===== src/rtl/acia_pkg.sv =====
// Shared encodings and divider helpers for the buffered ACIA transmitter.
// Build option ACIA_TX_PARITY_EN adds an even-parity bit and the PARITY state.
package acia_pkg;

`ifdef ACIA_TX_PARITY_EN
    typedef enum logic [2:0] {
        ST_IDLE   = 3'd0,
        ST_START  = 3'd1,
        ST_DATA   = 3'd2,
        ST_PARITY = 3'd3,
        ST_STOP   = 3'd4
    } tx_state_t;
    localparam int FRAME_BITS = 11;
`else
    typedef enum logic [2:0] {
        ST_IDLE   = 3'd0,
        ST_START  = 3'd1,
        ST_DATA   = 3'd2,
        ST_STOP   = 3'd4
    } tx_state_t;
    localparam int FRAME_BITS = 10;
`endif

    localparam int CLK_FREQ_DEF = 4000000;
    localparam int SYM_RATE_DEF = 9600;

    // Truncating divide: the receiver side uses the same rounding.
    function automatic int baud_div(input int freq, input int rate);
        return freq / rate;
    endfunction

    function automatic int div_width(input int div);
        return (div < 2) ? 1 : $clog2(div);
    endfunction

    localparam int DIV_DEF   = baud_div(CLK_FREQ_DEF, SYM_RATE_DEF);
    localparam int DIV_W_DEF = div_width(DIV_DEF);

endpackage


===== src/rtl/acia_tx_buf_if.sv =====
// Byte-sink bus between a producer and acia_tx_buf: write strobe, status and the serial line.
interface acia_tx_buf_if #(
    parameter int FIFO_DEPTH = 16
) ();
    localparam int CNT_W = $clog2(FIFO_DEPTH) + 1;

    logic [7:0]       tx_dat;
    logic             tx_stb;
    logic             tx_ovf_clr;
    logic             tx_serial;
    logic             tx_full;
    logic             tx_empty;
    logic             tx_busy;
    logic             tx_ovf;
    logic [CNT_W-1:0] tx_count;

    modport master (
        output tx_dat, tx_stb, tx_ovf_clr,
        input  tx_serial, tx_full, tx_empty, tx_busy, tx_ovf, tx_count
    );

    modport slave (
        input  tx_dat, tx_stb, tx_ovf_clr,
        output tx_serial, tx_full, tx_empty, tx_busy, tx_ovf, tx_count
    );
endinterface


===== src/rtl/acia_tx_fifo.sv =====
// Synchronous FIFO with registered full/empty/count; full and empty reflect the post-update count.
module acia_tx_fifo #(
    parameter int DEPTH = 16,
    parameter int WIDTH = 8
) (
    input  logic                   clk,
    input  logic                   reset,
    input  logic                   push,
    input  logic                   pop,
    input  logic [WIDTH-1:0]       din,
    output logic [WIDTH-1:0]       dout,
    output logic                   full,
    output logic                   empty,
    output logic [$clog2(DEPTH):0] count
);
    localparam int AW = $clog2(DEPTH);
    localparam int CW = AW + 1;

    logic [WIDTH-1:0] mem [DEPTH];
    logic [AW-1:0]    wr_ptr;
    logic [AW-1:0]    rd_ptr;
    logic [CW-1:0]    count_nxt;
    logic             push_ok;
    logic             pop_ok;

    // Full is the registered state, so a strobe while full is refused even if a pop happens.
    assign push_ok = push & ~full;
    assign pop_ok  = pop & ~empty;
    assign dout    = mem[rd_ptr];

    always_comb begin
        count_nxt = count;
        if (push_ok && !pop_ok)
            count_nxt = count + CW'(1);
        else if (pop_ok && !push_ok)
            count_nxt = count - CW'(1);
    end

    always_ff @(posedge clk) begin
        if (push_ok)
            mem[wr_ptr] <= din;
    end

    always_ff @(posedge clk) begin
        if (reset) begin
            wr_ptr <= '0;
            rd_ptr <= '0;
            count  <= '0;
            full   <= 1'b0;
            empty  <= 1'b1;
        end else begin
            if (push_ok)
                wr_ptr <= wr_ptr + AW'(1);
            if (pop_ok)
                rd_ptr <= rd_ptr + AW'(1);
            count <= count_nxt;
            full  <= (count_nxt == CW'(DEPTH));
            empty <= (count_nxt == '0);
        end
    end
endmodule


===== src/rtl/acia_tx_buf.sv =====
// Buffered 8N1 serial transmitter, LSB first, timed by the pclk enable.
// Define ACIA_TX_PARITY_EN for 8E1 frames (even parity between data and stop).
//
// state     | meaning
// ST_IDLE   | line high, waiting for a queued byte at a pclk tick
// ST_START  | start bit (0) for DIV ticks
// ST_DATA   | 8 data bits, LSB first, bit_idx 0..7
// ST_PARITY | even parity of the data byte (parity build only)
// ST_STOP   | stop bit (1); reloads straight into START when more bytes wait
module acia_tx_buf
    import acia_pkg::*;
#(
    parameter int clk_freq   = CLK_FREQ_DEF,
    parameter int sym_rate   = SYM_RATE_DEF,
    parameter int FIFO_DEPTH = 16
) (
    input  logic         clk,
    input  logic         reset,
    input  logic         pclk,
    acia_tx_buf_if.slave bus
);
    localparam int DIV   = baud_div(clk_freq, sym_rate);
    localparam int DIV_W = div_width(DIV);
    localparam int CNT_W = $clog2(FIFO_DEPTH) + 1;

    tx_state_t        state, state_nxt;
    logic [DIV_W-1:0] baud_cnt, baud_cnt_nxt;
    logic [2:0]       bit_idx, bit_idx_nxt;
    logic [7:0]       shreg, shreg_nxt;
    logic             line, line_nxt;
    logic             bit_end;
    logic             load;
    logic             tx_ovf_q;
    logic             fifo_full;
    logic             fifo_empty;
    logic [7:0]       fifo_head;
    logic [CNT_W-1:0] fifo_count;
`ifdef ACIA_TX_PARITY_EN
    logic             par, par_nxt;
`endif

    acia_tx_fifo #(
        .DEPTH (FIFO_DEPTH),
        .WIDTH (8)
    ) u_fifo (
        .clk   (clk),
        .reset (reset),
        .push  (bus.tx_stb),
        .pop   (load),
        .din   (bus.tx_dat),
        .dout  (fifo_head),
        .full  (fifo_full),
        .empty (fifo_empty),
        .count (fifo_count)
    );

    always_comb begin
        state_nxt    = state;
        baud_cnt_nxt = baud_cnt;
        bit_idx_nxt  = bit_idx;
        shreg_nxt    = shreg;
        line_nxt     = line;
        load         = 1'b0;
        bit_end      = (baud_cnt == DIV_W'(DIV - 1));
`ifdef ACIA_TX_PARITY_EN
        par_nxt      = par;
`endif
        if (pclk) begin
            baud_cnt_nxt = bit_end ? '0 : baud_cnt + DIV_W'(1);
            unique case (state)
                ST_IDLE: begin
                    baud_cnt_nxt = '0;
                    load         = ~fifo_empty;
                end
                ST_START: begin
                    if (bit_end) begin
                        state_nxt   = ST_DATA;
                        bit_idx_nxt = 3'd0;
                        line_nxt    = shreg[0];
                        shreg_nxt   = {1'b0, shreg[7:1]};
                    end
                end
                ST_DATA: begin
                    if (bit_end) begin
                        if (bit_idx == 3'd7) begin
`ifdef ACIA_TX_PARITY_EN
                            state_nxt = ST_PARITY;
                            line_nxt  = par;
`else
                            state_nxt = ST_STOP;
                            line_nxt  = 1'b1;
`endif
                        end else begin
                            bit_idx_nxt = bit_idx + 3'd1;
                            line_nxt    = shreg[0];
                            shreg_nxt   = {1'b0, shreg[7:1]};
                        end
                    end
                end
`ifdef ACIA_TX_PARITY_EN
                ST_PARITY: begin
                    if (bit_end) begin
                        state_nxt = ST_STOP;
                        line_nxt  = 1'b1;
                    end
                end
`endif
                ST_STOP: begin
                    if (bit_end) begin
                        state_nxt = ST_IDLE;
                        line_nxt  = 1'b1;
                        load      = ~fifo_empty;
                    end
                end
                default: begin
                    state_nxt = ST_IDLE;
                    line_nxt  = 1'b1;
                end
            endcase

            // Back-to-back frames reload here so no idle tick appears between them.
            if (load) begin
                state_nxt    = ST_START;
                baud_cnt_nxt = '0;
                shreg_nxt    = fifo_head;
                line_nxt     = 1'b0;
`ifdef ACIA_TX_PARITY_EN
                par_nxt      = ^fifo_head;
`endif
            end
        end
    end

    always_ff @(posedge clk) begin
        if (reset) begin
            state    <= ST_IDLE;
            baud_cnt <= '0;
            bit_idx  <= 3'd0;
            shreg    <= 8'h00;
            line     <= 1'b1;
            tx_ovf_q <= 1'b0;
`ifdef ACIA_TX_PARITY_EN
            par      <= 1'b0;
`endif
        end else begin
            state    <= state_nxt;
            baud_cnt <= baud_cnt_nxt;
            bit_idx  <= bit_idx_nxt;
            shreg    <= shreg_nxt;
            line     <= line_nxt;
`ifdef ACIA_TX_PARITY_EN
            par      <= par_nxt;
`endif
            if (bus.tx_ovf_clr)
                tx_ovf_q <= 1'b0;
            else if (bus.tx_stb && fifo_full)
                tx_ovf_q <= 1'b1;
        end
    end

    assign bus.tx_serial = line;
    assign bus.tx_full   = fifo_full;
    assign bus.tx_empty  = fifo_empty;
    assign bus.tx_busy   = (state != ST_IDLE);
    assign bus.tx_ovf    = tx_ovf_q;
    assign bus.tx_count  = fifo_count;
endmodule


===== src/flat_wrapper.sv =====
// flat-port wrapper written by rule: the top's interface ports become plain ports
module acia_tx_buf_flat import acia_pkg::*;
#(
    parameter int clk_freq   = CLK_FREQ_DEF,
    parameter int sym_rate   = SYM_RATE_DEF,
    parameter int FIFO_DEPTH = 16
)
  (clk, reset, pclk, bus_tx_dat, bus_tx_stb, bus_tx_ovf_clr, bus_tx_serial, bus_tx_full, bus_tx_empty, bus_tx_busy, bus_tx_ovf, bus_tx_count);
  acia_tx_buf_if #(.FIFO_DEPTH(FIFO_DEPTH)) bus_i ();
  input  logic clk;
  input  logic reset;
  input  logic pclk;
  input wire logic [$bits(bus_i.tx_dat)-1:0] bus_tx_dat;
  input wire logic [$bits(bus_i.tx_stb)-1:0] bus_tx_stb;
  input wire logic [$bits(bus_i.tx_ovf_clr)-1:0] bus_tx_ovf_clr;
  output wire logic [$bits(bus_i.tx_serial)-1:0] bus_tx_serial;
  output wire logic [$bits(bus_i.tx_full)-1:0] bus_tx_full;
  output wire logic [$bits(bus_i.tx_empty)-1:0] bus_tx_empty;
  output wire logic [$bits(bus_i.tx_busy)-1:0] bus_tx_busy;
  output wire logic [$bits(bus_i.tx_ovf)-1:0] bus_tx_ovf;
  output wire logic [$bits(bus_i.tx_count)-1:0] bus_tx_count;
  assign bus_i.tx_dat = bus_tx_dat;
  assign bus_i.tx_stb = bus_tx_stb;
  assign bus_i.tx_ovf_clr = bus_tx_ovf_clr;
  assign bus_tx_serial = bus_i.tx_serial;
  assign bus_tx_full = bus_i.tx_full;
  assign bus_tx_empty = bus_i.tx_empty;
  assign bus_tx_busy = bus_i.tx_busy;
  assign bus_tx_ovf = bus_i.tx_ovf;
  assign bus_tx_count = bus_i.tx_count;
  acia_tx_buf #(.clk_freq(clk_freq), .sym_rate(sym_rate), .FIFO_DEPTH(FIFO_DEPTH)) u_core (.clk(clk), .reset(reset), .pclk(pclk), .bus(bus_i));
endmodule

===== config.mk =====
export PLATFORM = sky130hd
export DESIGN_NAME = acia_tx_buf_flat
export DESIGN_NICKNAME = d
export VERILOG_FILES = /design/src/rtl/acia_pkg.sv /design/src/rtl/acia_tx_buf_if.sv /design/src/rtl/acia_tx_fifo.sv /design/src/rtl/acia_tx_buf.sv /design/src/flat_wrapper.sv
export SDC_FILE = /design/constraint.sdc
export NUM_CORES = 1
export LEC_CHECK = 0
export CAP_MARGIN = 0
export CORE_ASPECT_RATIO = 0.75
export CORE_MARGIN = 4
export CORE_UTILIZATION = 60
export CTS_CLUSTER_SIZE = 10
export DETAILED_ROUTE_END_ITERATION = 10
export PLACE_DENSITY = 0.77
export SLEW_MARGIN = 20
export SYNTH_ARGS = -nofsm -noshare
export SYNTH_HDL_FRONTEND = slang
export SYNTH_SLANG_ARGS = --single-unit

===== constraint.sdc =====
create_clock -name clk -period 3 [get_ports clk]
set_input_delay 0.6 -clock clk [delete_from_list [all_inputs] [get_ports clk]]
set_output_delay 0.6 -clock clk [all_outputs]
set_load 0.005 [all_outputs]

==> impl_metrics.env <==
export IMPL_die_x_um=133
export IMPL_power_density_mw_per_mm2=721
export IMPL_outcome="finished clean"
export IMPL_crit_type="reg2reg"
export IMPL_crit_required_ns=3.33
export IMPL_rows=34
export IMPL_synth_top_cells_by_count="edfxtp_1, nor2_1, dfxtp_1"
export IMPL_htreeDepth=4
export IMPL_yosys_cell_types_count=49
export IMPL_vias=4039
export IMPL_synth_cell_area_mm2=0.00708
export IMPL_vdd_drop_max_v=0.000424
export IMPL_dieArea_mm2=0.0136
export IMPL_drv_cap=0
export IMPL_fmax_mhz=424
export IMPL_p_leak_nw=2.71
export IMPL_root_buffer="clkbuf_16"
export IMPL_gr_total_overflow=0
export IMPL_drive_gt1_share_pct=21.2
export IMPL_cts_clk_slew_worst_paths_ns=0.07
export IMPL_ys_top_cells_by_area="edfxtp_1, dfxtp_1, mux4_2"
export IMPL_postPlaceCellArea_mm2=0.00758
export IMPL_clkLatencyLatePin_ns=0.43
export IMPL_grt_antenna_before_repair=0
export IMPL_coreArea_mm2=0.0116
export IMPL_synth_main_ff_cell="edfxtp_1"
export IMPL_cp_max_fo=14
export IMPL_place_gp_congestion=0.814
export IMPL_async_flop_share_pct=0
export IMPL_dp_slack_ns=0.395
export IMPL_cp_end_kind="flop"
export IMPL_route_detailed_drc=0
export IMPL_ys_ff_latch=172
export IMPL_hp_class="reg2reg"
export IMPL_wl_mm=14.3
export IMPL_place_hpwl_mm=9.36
export IMPL_post_cts_buffers=0
export IMPL_clock_path_buffers=2
export IMPL_nFillCells=765
export IMPL_max_stage_delay_ns=0.57
export IMPL_synth_most_common_cell="edfxtp_1"
export IMPL_grt_use_total_pct=22.5
export IMPL_synth_edf_count=128
export IMPL_multiInputGateArea_mm2=0.00221
export IMPL_portBuffers=22
export IMPL_rsz0062_at_grt="no"
export IMPL_drtIter0Drc=458
export IMPL_nets=515
export IMPL_crit_chain="ha_1 > and4_4 > a41oi_4 > or4_4 > a21oi_4 > nor2_1 > a211oi_1"
export IMPL_synth_yosys_seq_area_share_pct=66.8
export IMPL_fin_tns_setup_ns=0
export IMPL_antenna_left=0
export IMPL_postCtsHoldBufs=0
export IMPL_synth_area_per_cell_um2=15.7
export IMPL_hold_viol=0
export IMPL_grt_pass1_vias=3832
export IMPL_skew_ns=0.00881
export IMPL_post_drt_wl_per_cell_um=21.5
export IMPL_start_util_pct=61.2
export IMPL_cts_tree="yes"
export IMPL_post_synth_top_area_cell="edfxtp_1"
export IMPL_cts_sinks=172
export IMPL_layout_worst_path_cycle_share_pct=78.6
export IMPL_slew_viol_final=0
export IMPL_worst_slew_pin_slew_ns=0.786
export IMPL_arrival_ns=2.69
export IMPL_n_antenna_cell=0
export IMPL_fin_ws_ns=0.643
export IMPL_routed_via_density=6.06
export IMPL_cp_slowest_cell="or4_4"
export IMPL_min_period_ns=2.36
export IMPL_synth_cells=450
export IMPL_critPathLaunchType="flop"
export IMPL_yosys_warnings=0
export IMPL_grt_max_degree=33
export IMPL_ioPinCount=23
export IMPL_regArea_mm2=0.00473
export IMPL_setup_violations=0
export IMPL_final_cell_area_mm2=0.00812
export IMPL_syn_nets=473
export IMPL_netlist_area_leader_share_pct=54.3
export IMPL_cts_buffers=17
export IMPL_area_growth_pct=14.7
export IMPL_drt_pass1_iterations=5
export IMPL_grt_pass1_wl_mm=22.3
export IMPL_max_slew_margin_rel_pct=47.5
export IMPL_die_height_um=102
export IMPL_cts_resized=0
[layout make-up]
cell class	instances	share of cell area [%]
sequential	172	58.2
multi-input combinational	247	27.2
clock buffer	17	5.24
timing repair buffer	45	5.00
tap	162	2.50
clock inverter	14	1.40
inverter	9	0.416
[where the power goes]
part	switching (W)	total, W	leakage [nW]	internal (W)
registers	0.000102	0.00277	1.51	0.00267
clock network	0.000943	0.00201	0.252	0.00107
logic	0.000539	0.00106	0.940	0.000525
[critical path: cells and delay by family, from the launching register on]
kind / cells / cell delay (ns)
simple gates: 3 / 0.92
compound gates: 3 / 0.74
flops: 1 / 0.38
fa+ha+maj: 1 / 0.21
[per-stage QoR]
stage,hold WS (ns),cells,utilization (%),total power (W)
2_1_floorplan,0.436,450,-,0.00358
3_3_place_gp,0.444,635,65.5,0.00386
3_5_place_dp,0.459,635,65.5,0.00389
4_1_cts,0.467,666,70.1,0.00587
5_1_grt,0.498,666,70.1,0.00611
6_report,0.464,666,70.1,0.00585
[routing by layer]
| layer | GRT usage [%] | up-vias | routed length [um] |
|---|---|---|---|
| met5 | 0 | - | 0 |
| met2 | 32.8 | 145 | 6530 |
| met3 | 5.36 | 13 | 1040 |
| met4 | 5.77 | 0 | 107 |
| met1 | 34.7 | 2062 | 6620 |
| li1 | - | 1819 | - |
[path summary, 6_finish.rpt]
check                     startpoint           endpoint  slack, ns  cells past startpoint
hold / removal     u_core.bit_idx[2]  u_core.bit_idx[2]       0.46                      2
setup / recovery  u_core.baud_cnt[0]    u_core.shreg[1]       0.64                      7
hold reg to reg    u_core.bit_idx[2]  u_core.bit_idx[2]       0.46                      2
setup reg to reg  u_core.baud_cnt[0]    u_core.shreg[1]       0.64                      7
[registers in the layout (all words and copies together), names as in the netlist, named ones only]
signal and cells:
u_core.u_fifo.mem 128, u_core.baud_cnt 9, u_core.shreg 8, u_core.u_fifo.count 5, u_core.u_fifo.rd_ptr 4, u_core.u_fifo.wr_ptr 4
u_core.bit_idx 3, u_core.state 3, u_core.bus.tx_ovf 1, u_core.bus.tx_serial 1, u_core.u_fifo.empty 1, u_core.u_fifo.full 1
[cell usage in the layout, fill, tap and decap left out, drive strengths merged, types with 2 or more instances in the layout]
cell	instances
edfxtp	128
nor2	47
dfxtp	44
mux4	39
buf	23
nand2	22
clkdlybuf4s50	22
a21oi	20
clkbuf	17
inv	15
mux2i	13
nor3	10
a211oi	10
ha	10
xnor2	9
nand3	8
nand2b	7
xor2	7
o21ai	6
clkinvlp	5
or4	5
nand4	4
a21o	4
nor2b	3
a41oi	3
and3	3
clkinv	3
o211ai	2
nand3b	2
and4	2
or2	2
[cells by family after synthesis]
kind of cell	count (synthesis)	share of synthesized area, %
flops	172	66.8
fa+ha+maj	10	1.77
buf+inv	31	2.03
simple gates	119	8.24
compound gates	50	4.97
mux	52	14.3
xor+xnor	16	1.98
Power figures use the tool's default switching activity.
